## src/rtl/score_bin_to_bcd.sv

```systemverilog
// Sequential binary-to-BCD converter (double dabble) producing three display digits.
// Operands above 999 saturate to 999 and set ovf.

module bcd_nib_adj (
  input  logic [3:0] nin,
  output logic [3:0] nout
);
  assign nout = (nin >= 4'd5) ? nin + 4'd3 : nin;
endmodule

module score_bin_to_bcd #(
  parameter int BIN_WIDTH = 10
) (
  input  logic                 clk,
  input  logic                 reset,
  input  logic                 start,
  input  logic [BIN_WIDTH-1:0] bin,
  output logic                 busy,
  output logic                 done,
  output logic                 ovf,
  output logic [3:0]           bcd0,
  output logic [3:0]           bcd1,
  output logic [3:0]           bcd2
);
  localparam int CW = $clog2(BIN_WIDTH);

  typedef enum logic {IDLE, SHIFT} state_t;
  state_t state, state_nx;

  logic [BIN_WIDTH-1:0] op, op_in;
  logic [2:0][3:0]      acc, acc_adj;
  logic [11:0]          adj_flat, acc_sh;
  logic [CW-1:0]        cnt;
  logic                 ovf_next, over, last;

  generate
    for (genvar g = 0; g < 3; g++) begin : g_nib
      bcd_nib_adj u_adj (.nin(acc[g]), .nout(acc_adj[g]));
    end
    // Narrow operands can never exceed 999, so saturation drops out entirely.
    if (BIN_WIDTH >= 10) begin : g_sat
      assign over  = bin > BIN_WIDTH'(999);
      assign op_in = over ? BIN_WIDTH'(999) : bin;
    end else begin : g_nosat
      assign over  = 1'b0;
      assign op_in = bin;
    end
  endgenerate

  assign adj_flat = acc_adj;
  assign acc_sh   = {adj_flat[10:0], op[BIN_WIDTH-1]};
  assign last     = (cnt == CW'(BIN_WIDTH-1));

  always_ff @(posedge clk) begin
    if (reset) state <= IDLE;
    else       state <= state_nx;
  end

  always_comb begin
    state_nx = state;
    case (state)
      IDLE:  if (start) state_nx = SHIFT;
      SHIFT: if (last)  state_nx = IDLE;
      default: state_nx = IDLE;
    endcase
  end

  always_ff @(posedge clk) begin
    if (reset) begin
      op       <= '0;
      acc      <= '0;
      cnt      <= '0;
      ovf_next <= 1'b0;
      busy     <= 1'b0;
      done     <= 1'b0;
      ovf      <= 1'b0;
      bcd0     <= 4'd0;
      bcd1     <= 4'd0;
      bcd2     <= 4'd0;
    end else begin
      done <= 1'b0;
      case (state)
        IDLE: if (start) begin
          op       <= op_in;
          ovf_next <= over;
          acc      <= '0;
          cnt      <= '0;
          busy     <= 1'b1;
        end
        SHIFT: begin
          acc <= acc_sh;
          op  <= op << 1;
          cnt <= cnt + CW'(1);
          // Final iteration publishes the shifted digits on the same edge.
          if (last) begin
            busy <= 1'b0;
            done <= 1'b1;
            ovf  <= ovf_next;
            bcd0 <= acc_sh[3:0];
            bcd1 <= acc_sh[7:4];
            bcd2 <= acc_sh[11:8];
            cnt  <= '0;
          end
        end
        default: ;
      endcase
    end
  end
endmodule

```

## config.mk

```make
export PLATFORM = sky130hd
export DESIGN_NAME = score_bin_to_bcd
export DESIGN_NICKNAME = d
export VERILOG_FILES = /design/src/rtl/score_bin_to_bcd.sv
export SDC_FILE = /design/constraint.sdc
export NUM_CORES = 1
export LEC_CHECK = 0
export ABC_AREA = 1
export BUFFER_PORTS_ARGS = -buffer_cell sky130_fd_sc_hd__buf_2
export CORE_UTILIZATION = 35
export CTS_BUF_LIST = sky130_fd_sc_hd__clkbuf_4 sky130_fd_sc_hd__clkbuf_8
export DETAILED_ROUTE_END_ITERATION = 16
export PLACE_DENSITY = 0.62
export SLEW_MARGIN = 0
export SYNTH_ARGS = -nofsm -noshare
export SYNTH_HDL_FRONTEND = slang
export SYNTH_SLANG_ARGS = --single-unit
```

## constraint.sdc

```tcl
create_clock -name clk -period 1.8 [get_ports clk]
set_clock_uncertainty 0.15 [all_clocks]
set_input_delay 0.09 -clock clk [delete_from_list [all_inputs] [get_ports clk]]
set_output_delay 0.09 -clock clk [all_outputs]
set_load 0.02 [all_outputs]
```

## Yosys cells after proc, flatten, opt, wreduce, memory -nomap -nowiden

Cells that the tools add are included.

- Add/sub/neg operators: 4
- Magnitude comparators: 4
- Equal/unequal tests: 3
- Muxes and demuxes: 18
- Bitwise logic cells: 1
- Reductions and logical operators: 4

Operators by type and width:

| cell | count |
|---|---|
| 12-bit one-hot mux with 2 select lines | 1 |
| 10-bit 2-to-1 mux | 2 |
| 10-bit one-hot mux with 2 select lines | 1 |
| 4-bit 2-to-1 mux | 4 |
| 4-bit by 3-bit greater-or-equal comparator with 1-bit output (second input constant) | 3 |
| 12-bit 2-to-1 mux | 1 |
| 10-bit > comparator (second input constant) | 1 |
| 4-bit by 2-bit adder with 4-bit output (second input constant) | 2 |
| 4-bit one-hot mux with 2 select lines | 1 |
| 2-bit AND reduction | 3 |
| 1-bit 2-to-1 mux | 5 |
| 4-bit by 1-bit adder with 4-bit output (second input constant) | 1 |
| 4-bit == test (second input constant) | 1 |
| 1-bit one-hot mux with 2 select lines | 2 |
| 3-bit by 2-bit adder with 3-bit output (second input constant) | 1 |
| 3-bit 2-to-1 mux | 1 |
| 2-bit by 1-bit inequality test with 1-bit output (second input constant) | 1 |
| 2-bit inequality test (second input constant) | 1 |
| 2-bit OR reduction | 1 |
| 1-bit inverter | 1 |

- Register bits: 43
- Input port bits: 13
- Word-level logic and storage cells: 47

## Logic depth before layout (Yosys ltp)

Gate-level depths: netlist (run 1).

- Word-level depth: 4
- Mapped depth: 10
- Gate-level depth less buffers: 9

## Cells and area by module

From an unflattened synthesis (run 1), not the netlist that was laid out.

- Cells, all modules: 301
- Area total of the unflattened synthesis: 2190.9 sq um

Modules (own cells, without submodules):

| module | instances | cells an instance | area each (sq um) |
|---|---|---|---|
| score_bin_to_bcd | 1 | 232 | 1785.5 |
| bcd_nib_adj | 3 | 23 | 135.1 |

## Worst setup path before layout (run 1)

Ideal clock, no wire load.

- Kind: flip-flop to flip-flop
- From: reg acc[4] in the netlist's numbering
- To: reg acc[5] in the netlist's numbering
- Library setup time: 132 ps
- Arrival time: 1066 ps
- Data required time: 1518 ps
- Slack: 451 ps
- Cell stages (with the launch flop): 9
- Buffers on the path: 0
- Clock period less this slack: 1349 ps
- Path through: dfxtp_1 > inv_1 > ha_1 > inv_1 > nand2_1 > nand3_1 > nand2_1 > nand3_1 > a21oi_1

- Longest elaborated chain between the ends: 3
- Elaborated cells between the ends (all ways): 4
- Those cells by class: add/sub: 1; order compare: 1; mux: 2

RTL lines:

| element | line | source |
|---|---|---|
| from (decl) | 31 | `logic [2:0][3:0] acc, acc_adj;` |
| from (signal assigned) | 91 | `acc <= acc_sh;` |
| 4-bit by 2-bit adder with 4-bit output or 4-bit by 3-bit greater-or-equal comparator with 1-bit output (tied branches) | 8 | `assign nout = (nin >= 4'd5) ? nin + 4'd3 : nin;` |
| 4-bit 2-to-1 mux * | 8 |  |
| 12-bit one-hot mux with 2 select lines * | 82 | `case (state)` |

Every way passes the cells marked *; elsewhere a longest branch is shown, timed or not.
A chain may end at the register's enable or synchronous reset.

## Worst setup path after layout (run 1)

Same ends and word-level chain as after synthesis.

==> results by group, run 1 <==
Flow run
  • Max-cap viol count: 0

CTS
  • CTS tree: yes
  • H-tree depth: 2
  • Clock sink count: 43
  • Root buffer cell: clkbuf_8
  • Clk Latency, worst-skew pair: 0.29 ns
  • Clock buffer count from CTS: 5
  • Clock-pin slew on the worst setup and hold paths: 0.09 ns
  • CTS max path bufs: 2

Synth
  • YS warnings: 0
  • Synthesized area: 2010 sq um
  • Seq/Total Area, Yosys: 0.428
  • Average size of a mapped cell: 7.32 sq um
  • Distinct cells, synth: 22
  • Synthesized instance count: 275
  • #FFs+latches synth: 43
  • Syn nets: 296

Setup path
  • Crit start category: flip-flop
  • R2R setup slack: 0.27 ns
  • Worst-path maximum fanout: 5
  • Critical path origin: acc[4]
  • Arr. time, crit path: 1.56 ns
  • CP endpoint: acc[5]
  • Reg2reg end: acc[5]
  • RR Startpoint: acc[4]
  • WP data required: 1.83 ns
  • Critical path class: reg -> reg
  • CP Capture Type: flip-flop
  • Reg2reg path depth: 8

STA
  • Fmax: 654 MHz
  • Tcrit/Tclk final: 0.849
  • Slew @ Worst Pin: 0.411 ns
  • Hold WS: 0.0334 ns
  • Final min period: 1.53 ns
  • Slew Viols, Final: 0
  • RSZ-0062 raised after global routing: false
  • Setup TNS: 0 ns
  • Final setup fails: 0
  • Slew margin rel.: 0.725
  • Final hold vios: 0

Pwr
  • PwrDens: 796 nW/um^2
  • Switching pwr: 0.424 mW
  • Logic pwr share: 0.075
  • Pleak: 1.15 nW
  • Sw Ratio: 0.223
  • Clk pwr share: 0.405
  • Internal power: 1.48 mW
  • Total power: 1.91 mW
  • Sequential group share of total power: 0.520
  • Worst VDD drop: 0.000397 V

Routing
  • DRT Pass-1 Iters: 4
  • Vias: 1,797
  • Routed wire per std cell: 10.7 um
  • WL final: 4110 um
  • ANT nets after route: 0
  • Drt drc: 0
  • Initial DRC count: 87
  • Vias per cell: 4.67

Place
  • Dpl cells: 367
  • Hpwl dp: 2780 um
  • Number of port buffers: 27
  • Routability congestion estimate: 0.783

Layout
  • Antenna cells: 0
  • Layout cells sized above 1: 0.147
  • Synthesis-to-layout area growth: 18.9%
  • Nets: 333
  • Commonest cells after routing, fill and taps aside: 99 x nand2_1, 43 x dfxtp_1, 27 x buf_2
  • Most common cell after layout, fill and taps aside: nand2_1
  • Non-Filler Instances: 385

Global route
  • GRT Total Usage: 0.155
  • GR Overflow Total: 0
  • Antenna violations before repair: 0
  • Largest net degree at the start of global routing: 28
  • First-pass GRT wire length: 7470 um
  • Vias in the first global route: 1,722

Die
  • Initial Utilization: 0.363
  • Rows: 27
  • Die width: 77.8 um
  • Die Y: 77.8 um
  • I/O pin cnt: 28
  • Die area: 6060 sq um
  • Core Box Area: 5540 sq um

Worst hold path
  • Worst min path class: in -> reg

Outcome
  • Status: finished, final reports clean
[area by class of cell]
class	instances	area (sq um)
Multi-Input combinational cell	193	957
Tap cell	72	90.1
Clock buffer	6	82.6
Inverter	29	109
Timing Repair Buffer	40	258
Sequential cell	43	861
Clock inverter	2	35.0
Fill cell	584	3150
[layer usage]
layer / wire [um] / track usage / share of wire / vias up
li1: - / - / - / 958
met1: 2070 / 0.195 / 0.50 / 802
met2: 1870 / 0.258 / 0.46 / 32
met3: 131 / 0.0365 / 0.032 / 5
met4: 35 / 0.0491 / 0.0085 / 0
met5: 0 / 0 / 0 / -
[synth_stat cells]
master	instances	area, sq um
buf_2	2	10.0
nor2_8	1	20.0
nor2_1	9	33.8
or2_1	1	6.26
o21a_1	1	7.51
a21oi_1	21	105
a22oi_1	9	67.6
nand4_1	6	37.5
o21ai_1	2	10.0
inv_1	25	93.8
clkbuf_1	2	7.51
nand3_1	25	125
xnor2_1	1	8.76
o21ai_0	5	25.0
nand2_2	2	12.5
mux2i_1	2	20.0
nand2_1	99	372
ha_1	8	100
nor2_2	1	6.26
dfxtp_1	43	861
buf_6	6	67.6
inv_2	4	15.0
[per-stage QoR]
step,setup slack (ns),util,cell area (sq um)
after CTS,0.278,0.432,2390
final,0.272,0.432,2390
after floorplan,0.451,-,2010
after detailed placement,0.295,0.393,2170
after global routing,0.104,0.432,2390
after global placement,0.313,0.393,2170
[power by group through the flow]
stage	Clock, mW	Sequential (mW)	Combinational, mW
floorplan	0	1.01	0.101
global placement	0	1.01	0.125
detailed placement	0	1.01	0.127
CTS	0.798	0.991	0.144
global route	0.844	0.995	0.164
finish	0.771	0.991	0.143
[how the worst min path moves through the flow]
stage,from,end,cells after the start,slack (ns)
global route,start,state,3,0.05
detailed placement,bin[4],op[4],3,0.24
global placement,bin[4],op[4],3,0.23
floorplan,bin[3],op[3],2,0.10
finish,bin[9],op[9],5,0.03
CTS,bin[9],op[9],5,0.03
[state kept, by name, indices dropped and copies added (netlist names)]
| signal | cells |
|---|---|
| acc | 12 |
| bcd0 | 4 |
| bcd1 | 4 |
| bcd2 | 4 |
| busy | 1 |
| cnt | 4 |
| done | 1 |
| op | 10 |
| ovf | 1 |
| ovf_next | 1 |
| state | 1 |
[cell families (layout without fill, tap and decap cells)]
family / Yosys count / in the layout / synth area share
DFF: 43 / 43 / 0.428
AOI/OAI and AO/OA: 38 / 38 / 0.107
and+or+nand+nor: 144 / 144 / 0.305
xor gates and xnor gates: 1 / 1 / 0.00435
buffers and inverters: 39 / 77 / 0.0964
adders and majority gates: 8 / 8 / 0.0498
muxes: 2 / 2 / 0.00995
[timing repair]
item | CTS | global route
hold buffers | 10 | 0
resized for setup | 0 | 0
buffers inserted | 0 | 0
endpoints found under the hold margin | 11 | 0
[worst max-delay path: stages (launching register included)]
cell and delay (ns):
dfxtp_1 0.41, inv_1 0.10, ha_1 0.20, inv_1 0.08, nand2_1 0.08, nand3_1 0.16, nand2_1 0.10, nand3_1 0.09
a21oi_1 0.06
Power figures use the tool's default switching activity.
==> inputs of run 2 (changes only) <==
==> constraint.sdc (replaced) <==
create_clock -name clk -period 1.6 [get_ports clk]
set_clock_uncertainty 0.15 [all_clocks]
set_input_delay 0.08 -clock clk [delete_from_list [all_inputs] [get_ports clk]]
set_output_delay 0.08 -clock clk [all_outputs]
set_load 0.02 [all_outputs]
==> run 2 against run 1 <==
Against the previous run: cell count is 0.78% higher; combinational power is 16% higher; hold slack better by 0.0042 ns; via count is 1.1% higher; highest routed layer unchanged.
==> results by group, run 2 (synthesized netlist as in run 1, its figures left out) <==
Layout
  • Layout cells sized above 1: 0.165 (+0.0176)
  • Largest regs: acc x12, op x10
  • Largest register FFs: 12 (unchanged)
  • Nets: 336 (+0.90%)
  • Commonest cells after routing, fill and taps aside: 99 x nand2_1, 40 x dfxtp_1, 27 x buf_2
  • Most common cell after layout, fill and taps aside: nand2_1
  • Non-Filler Instances: 388 (+0.78%)
  • Fillers: 576 (-1.4%)
  • Largest reg by FF count: acc
  • Multi-input logic area: 962 sq um (+0.52%)
  • Storage element area: 865 sq um (+0.44%)
  • Antenna cells: 0 (unchanged)
  • Post-route cell area: 2410 sq um (+0.94%)
  • Synthesis-to-layout area growth: 20.0%

CTS
  • Root buffer cell: clkbuf_8
  • H-tree depth: 2 (unchanged)
  • Clock sink count: 43 (unchanged)
  • Number of post-CTS setup repair buffers: 0 (unchanged)
  • Clock-pin slew on the worst setup and hold paths: 0.07 ns (-0.02 ns)
  • CTS max path bufs: 2 (unchanged)
  • CTS tree: yes
  • Clock buffer count from CTS: 5 (unchanged)
  • Clk Latency, worst-skew pair: 0.30 ns (about the same)

STA
  • Tcrit/Tclk final: 0.923 (+0.0737)
  • Slew margin rel.: 0.798 (+0.0722)
  • Slew @ Worst Pin: 0.302 ns (-0.110 ns)
  • Final setup fails: 0 (unchanged)
  • Final min period: 1.48 ns (-0.0519 ns)
  • Final hold vios: 0 (unchanged)
  • Setup TNS: 0 ns (unchanged)
  • RSZ-0062 raised after global routing: false
  • Fmax: 677 MHz (+3.5%)
  • Slew Viols, Final: 0 (unchanged)

Setup path
  • WP data required: 1.64 ns (-0.19 ns)
  • Worst-path maximum fanout: 5 (unchanged)
  • Crit start category: flip-flop
  • Critical path class: reg -> reg
  • Arr. time, crit path: 1.52 ns (-0.04 ns)
  • CP Capture Type: flip-flop

Pwr
  • Logic pwr share: 0.081 (+0.006)
  • Sw Ratio: 0.229 (+0.00653)
  • Internal power: 1.58 mW (+6.6%)
  • Switching pwr: 0.470 mW (+11%)
  • Pleak: 1.16 nW (+1.5%)
  • Clk pwr share: 0.373 (-0.032)
  • Sequential group share of total power: 0.546 (+0.026)
  • PwrDens: 848 nW/um^2 (+6.5%)
  • Worst VDD drop: 0.000417 V (+5.0%)

Flow run
  • Max-cap viol count: 0 (unchanged)

Die
  • Die width: 77.8 um (unchanged)
  • Rows: 27 (unchanged)
  • Die area: 6060 sq um (unchanged)
  • Core Box Area: 5540 sq um (unchanged)
  • Die Y: 77.8 um (unchanged)
  • I/O pin cnt: 28 (unchanged)
  • Initial Utilization: 0.363 (unchanged)

Global route
  • Met2 global-route usage: 0.255 (-0.00354)
  • Met3 GRT Util: 0.0400 (+0.00353)
  • GR Overflow Total: 0 (unchanged)
  • First-pass GRT wire length: 7410 um (-0.74%)
  • Antenna violations before repair: 0 (unchanged)
  • Largest net degree at the start of global routing: 21 (-25%)
  • M1 GR Usage: 0.194 (-0.00130)
  • Vias in the first global route: 1,744 (+1.3%)
  • GRT Total Usage: 0.155 (+0.000288)
  • Busiest grt layer: met2

Routing
  • ANT nets after route: 0 (unchanged)
  • DRT Pass-1 Iters: 4 (unchanged)
  • WL final: 4130 um (+0.58%)
  • Vias per cell: 4.68 (+0.33%)
  • Initial DRC count: 98 (+13%)
  • Vias: 1,817 (+1.1%)
  • Drt drc: 0 (unchanged)
  • Routed wire per std cell: 10.6 um (-0.19%)

Place
  • Number of port buffers: 27 (unchanged)
  • Routability congestion estimate: 0.851 (+8.7%)
  • DP Area: 2190 sq um (+0.69%)
  • Dpl cells: 369 (+0.54%)
  • Hpwl dp: 2800 um (+0.99%)

Outcome
  • Status: finished, final reports clean

Worst hold path
  • Worst min path class: in -> reg
run 2: cell count changes in the layout (fill, tap and decap cells not counted), sizes merged:
cell         delta
buf             +2
bufinv          -1
dlygate4sd3     +1
clkinv          -1
clkbuf          +2
run 2: area by class of cell:
type                    count  area share
repair buffers             43       0.117
multi-input cells         193       0.398
inverters                  29      0.0461
clock buffers               8      0.0430
flip-flops and latches     43       0.358
well taps                  72      0.0373
run 2: timing repair:
action | 4_1_cts | 5_1_grt
hold endpoints to repair | 13 | 0
resized for setup | 0 | 6
endpoints found under the setup margin | 0 | 15
hold buffers | 11 | 0
run 2: power by group through the flow:
stage | Sequential (mW) | Combinational (mW) | Clock (mW)
after global routing | 1.12 | 0.190 | 0.842
after global placement | 1.14 | 0.144 | 0
final | 1.12 | 0.166 | 0.763
after CTS | 1.12 | 0.166 | 0.782
after floorplan | 1.13 | 0.113 | 0
after detailed placement | 1.14 | 0.146 | 0
run 2: worst paths after layout:
path	start	endpoint	depth (start not counted)	slack (ns)
max reg2reg	acc[0]	bcd0[2]	8	0.12
max	acc[0]	bcd0[2]	8	0.12
min	start	acc[0]	4	0.04
min reg2reg	ovf	ovf	2	0.30
run 2: through the flow:
| stage | util | hold WS (ns) | total power, mW | setup WS (ns) |
|---|---|---|---|---|
| 2_1_floorplan | - | 0.0931 | 1.25 | 0.251 |
| 3_3_place_gp | 0.395 | 0.219 | 1.29 | 0.0984 |
| 3_5_place_dp | 0.395 | 0.222 | 1.29 | 0.0747 |
| 4_1_cts | 0.434 | 0.0353 | 2.07 | 0.0623 |
| 5_1_grt | 0.436 | 0.0531 | 2.15 | 0.00501 |
| 6_report | 0.436 | 0.0376 | 2.05 | 0.124 |
run 2: metal layers:
| layer | up-vias | share of wire |
|---|---|---|
| met5 | - | 0 |
| met4 | 0 | 0.014 |
| met3 | 7 | 0.056 |
| met2 | 47 | 0.46 |
| met1 | 795 | 0.47 |
| li1 | 968 | - |
run 2: worst max-delay path, stage by stage, from the launching register on:
cell,delay (ns)
dfxtp_2,0.38
inv_1,0.08
ha_1,0.20
inv_1,0.08
nand2_1,0.08
nand3_1,0.16
nand2_1,0.09
nand3_1,0.09
nand2_1,0.05
==> inputs of run 3 (changes only) <==
--- a/config.mk
+++ b/config.mk
@@ -5,7 +5,6 @@
 export SDC_FILE = /design/constraint.sdc
 export NUM_CORES = 1
 export LEC_CHECK = 0
-export ABC_AREA = 1
 export BUFFER_PORTS_ARGS = -buffer_cell sky130_fd_sc_hd__buf_2
 export CORE_UTILIZATION = 35
 export CTS_BUF_LIST = sky130_fd_sc_hd__clkbuf_4 sky130_fd_sc_hd__clkbuf_8
==> run 3 against run 2 <==
Against the previous run: fmax decreased by 3.7%; non-clock buffer count increased by 9; power down 3.6%; sequential power is essentially flat; via count fell by 10%; combinational power up 19%; die area shrank 3.7%; clock power shrank 12%; hold slack worse by 0.011 ns; critical path type unchanged; largest cell class unchanged; largest power group unchanged; highest routed layer unchanged.
==> results by group, run 3 <==
Synth
  • Average size of a mapped cell: 8.80 sq um (+20%)
  • Predominant post-synthesis flop cell: dfxtp_1
  • Area contributors post-synth: dfxtp_1 44%, a21oi_1 7.0%, ha_1 5.2%
  • Yosys top cell by area: dfxtp_1
  • Seq/Total Area, Yosys: 0.445 (+0.0169)
  • Synthesized instance count: 220 (-20%)
  • Async S/R FF share, synth: 0 (unchanged)
  • Syn nets: 241 (-19%)
  • EDFF count, synth: 0 (unchanged)
  • Top-count cell post-synth: dfxtp_1
  • Share of Yosys cell area claimed by the top area cell type: 0.445 (+0.0169)
  • YS warnings: 0 (unchanged)
  • Post-synth top cells: 43 x dfxtp_1, 27 x a21oi_1, 18 x nor2_1, 16 x o21ai_0, 14 x nand2_1
  • #FFs+latches synth: 43 (unchanged)
  • Synthesized area: 1940 sq um (-3.8%)
  • Distinct cells, synth: 34 (+55%)

CTS
  • Clock buffer count from CTS: 5 (unchanged)
  • Number of post-CTS setup repair buffers: 0 (unchanged)
  • Clk Latency, worst-skew pair: 0.28 ns (-0.02 ns)
  • CTS tree: yes
  • Clock sink count: 43 (unchanged)
  • CTS max path bufs: 2 (unchanged)
  • Root buffer cell: clkbuf_8
  • Clock-pin slew on the worst setup and hold paths: 0.07 ns (about the same)
  • H-tree depth: 2 (unchanged)

Routing
  • ANT nets after route: 0 (unchanged)
  • Routed wire per std cell: 11.6 um (+9.0%)
  • Vias: 1,627 (-10%)
  • Initial DRC count: 62 (-37%)
  • Vias per cell: 4.80 (+2.5%)
  • Drt drc: 0 (unchanged)
  • DRT Pass-1 Iters: 4 (unchanged)
  • WL final: 3940 um (-4.7%)

Global route
  • GRT Total Usage: 0.143 (-0.0123)
  • GR Overflow Total: 0 (unchanged)
  • Antenna violations before repair: 0 (unchanged)
  • First-pass GRT wire length: 6770 um (-8.7%)
  • Largest net degree at the start of global routing: 28 (+33%)
  • Vias in the first global route: 1,535 (-12%)

Place
  • DP Area: 2280 sq um (+4.1%)
  • Number of port buffers: 27 (unchanged)
  • Hpwl dp: 2780 um (-1.0%)
  • Routability congestion estimate: 0.798 (-6.3%)

Pwr
  • Worst VDD drop: 0.000383 V (-8.1%)
  • PwrDens: 799 nW/um^2 (-5.7%)
  • Pleak: 1.00 nW (-14%)

Setup path
  • CP cell instances: inv_1 -> ha_2 -> nand2b_4 -> a21o_2 -> a211o_2 -> nand2_1
  • RR Startpoint: acc[0]
  • Arr. time, crit path: 1.61 ns (+0.09 ns)
  • R2R setup slack: 0.07 ns (-0.06 ns)
  • Critical path class: reg -> reg
  • Critical path origin: acc[0]
  • Reg2reg end: acc[2]
  • Max incr delay on CP: 0.35 ns (-0.03 ns)
  • CP Capture Type: flip-flop
  • Crit start category: flip-flop
  • Worst-path maximum fanout: 4 (-1)
  • WP data required: 1.68 ns (+0.04 ns)
  • Crit-path slowest cell: dfxtp_2
  • CP endpoint: acc[2]
  • Reg2reg path depth: 6 (-2)

STA
  • RSZ-0062 raised after global routing: true
  • Final hold vios: 0 (unchanged)
  • Slew @ Worst Pin: 0.319 ns (+0.0176 ns)
  • Final setup fails: 0 (unchanged)
  • Final min period: 1.53 ns (+0.0570 ns)
  • Slew margin rel.: 0.786 (-0.0111)
  • Fmax: 652 MHz (-3.7%)
  • Slew Viols, Final: 0 (unchanged)
  • Tcrit/Tclk final: 0.958 (+0.0356)

Layout
  • Fillers: 540 (-6.3%)
  • Largest register FFs: 12 (unchanged)
  • Post-route cell area: 2470 sq um (+2.3%)
  • Commonest cells after routing, fill and taps aside: 39 x dfxtp_1, 27 x buf_2, 26 x a21oi_1
  • Largest reg by FF count: acc
  • Most common cell after layout, fill and taps aside: dfxtp_1
  • Layout cells sized above 1: 0.268 (+0.103)
  • Antenna cells: 0 (unchanged)
  • Nets: 290 (-14%)
  • Synthesis-to-layout area growth: 27.6%
  • Final Util: 0.475 (+0.0387)
  • Largest regs: acc x12, op x10

Die
  • I/O pin cnt: 28 (unchanged)
  • Core Box Area: 5200 sq um (-6.1%)
  • Die area: 5830 sq um (-3.7%)
  • Die width: 76.4 um (-1.9%)
  • Rows: 26 (-3.7%)
  • Initial Utilization: 0.372 (+0.00873)
  • Die Y: 76.4 um (-1.9%)

Flow run
  • Max-cap viol count: 0 (unchanged)

Outcome
  • Status: finished, final reports clean

Worst hold path
  • Worst min path class: in -> reg
  • Hold_sp: bin[5]
## run 3: cell count changes in the layout (fill, tap and decap cells not counted), moves of 6 or more
cell	before	now
buf_4	5	17
a22oi_1	9	2
nor3b_1	0	12
inv_1	25	9
nand2_1	99	14
nor2_1	9	18
nand3_1	24	3
o21ai_0	4	14
o21ai_1	3	9
nand3b_1	0	11
## run 3: repair_timing
action / CTS / global route
endpoints found under the setup margin: 1 / 14
hold endpoints to repair: 11 / 0
resized for setup: 2 / 14
pin swaps: 0 / 3
hold buffers: 6 / 0
## run 3: layer usage
layer / routed length, um / part of all wire / vias to the layer above / GRT usage
met5: 0 / 0 / - / 0
met4: 23 / 0.0058 / 0 / 0.0404
met3: 104 / 0.026 / 2 / 0.0359
met2: 1850 / 0.47 / 23 / 0.240
met1: 1950 / 0.50 / 740 / 0.180
li1: - / - / 862 / -
## run 3: layout make-up
cell class / count / area [sq um] / share of cell area
clock buffer: 6 / 82.6 / 0.0334
tap: 70 / 87.6 / 0.0355
timing repair buffer: 52 / 363 / 0.147
inverter: 10 / 37.5 / 0.0152
sequential: 43 / 866 / 0.351
multi-input combinational: 157 / 1030 / 0.416
clock inverter: 1 / 5.00 / 0.00203
## run 3: metrics by stage
stage | hold WS, ns | power (mW) | worst slack (ns) | TNS, ns | instances
after global placement | 0.222 | 1.31 | 0.0507 | 0 | 326
after CTS | 0.0189 | 2.00 | 0.0181 | 0 | 339
after floorplan | 0.0929 | 1.23 | 0.0384 | 0 | 220
after global routing | 0.0491 | 2.07 | -0.0182 | -0.0264 | 339
after detailed placement | 0.226 | 1.31 | -0.0253 | -0.0253 | 326
final | 0.0270 | 1.97 | 0.0666 | 0 | 339
## run 3: worst max-delay path: cells and delay by family (launching register included)
family | cells | cell delay [ns]
fa+ha+maj | 1 | 0.22
flops | 1 | 0.35
buf+inv | 1 | 0.09
compound gates | 2 | 0.55
simple gates | 2 | 0.12
## run 3: power breakdown
| group | internal, mW | total [mW] | switching (mW) |
|---|---|---|---|
| registers | 1.09 | 1.11 | 0.0132 |
| logic | 0.0973 | 0.197 | 0.0993 |
| clock network | 0.339 | 0.673 | 0.334 |
| total | 1.53 | 1.97 | 0.447 |
## run 3: kinds of logic after synthesis
group                      count (synthesis)  share of synthesized area
xor gates and xnor gates                   4                     0.0181
adders and majority gates                  8                     0.0517
DFF                                       43                      0.445
buffers and inverters                     20                     0.0440
muxes                                      9                     0.0498
and+or+nand+nor                           70                      0.198
AOI/OAI and AO/OA                         66                      0.193
## run 3: how the worst min path moves through the flow
stage,to,slack [ns],cells after the start
finish,op[5],0.03,5
global route,op[7],0.05,5
CTS,op[5],0.02,5
detailed placement,op[3],0.23,3
global placement,op[4],0.22,3
floorplan,op[3],0.09,2
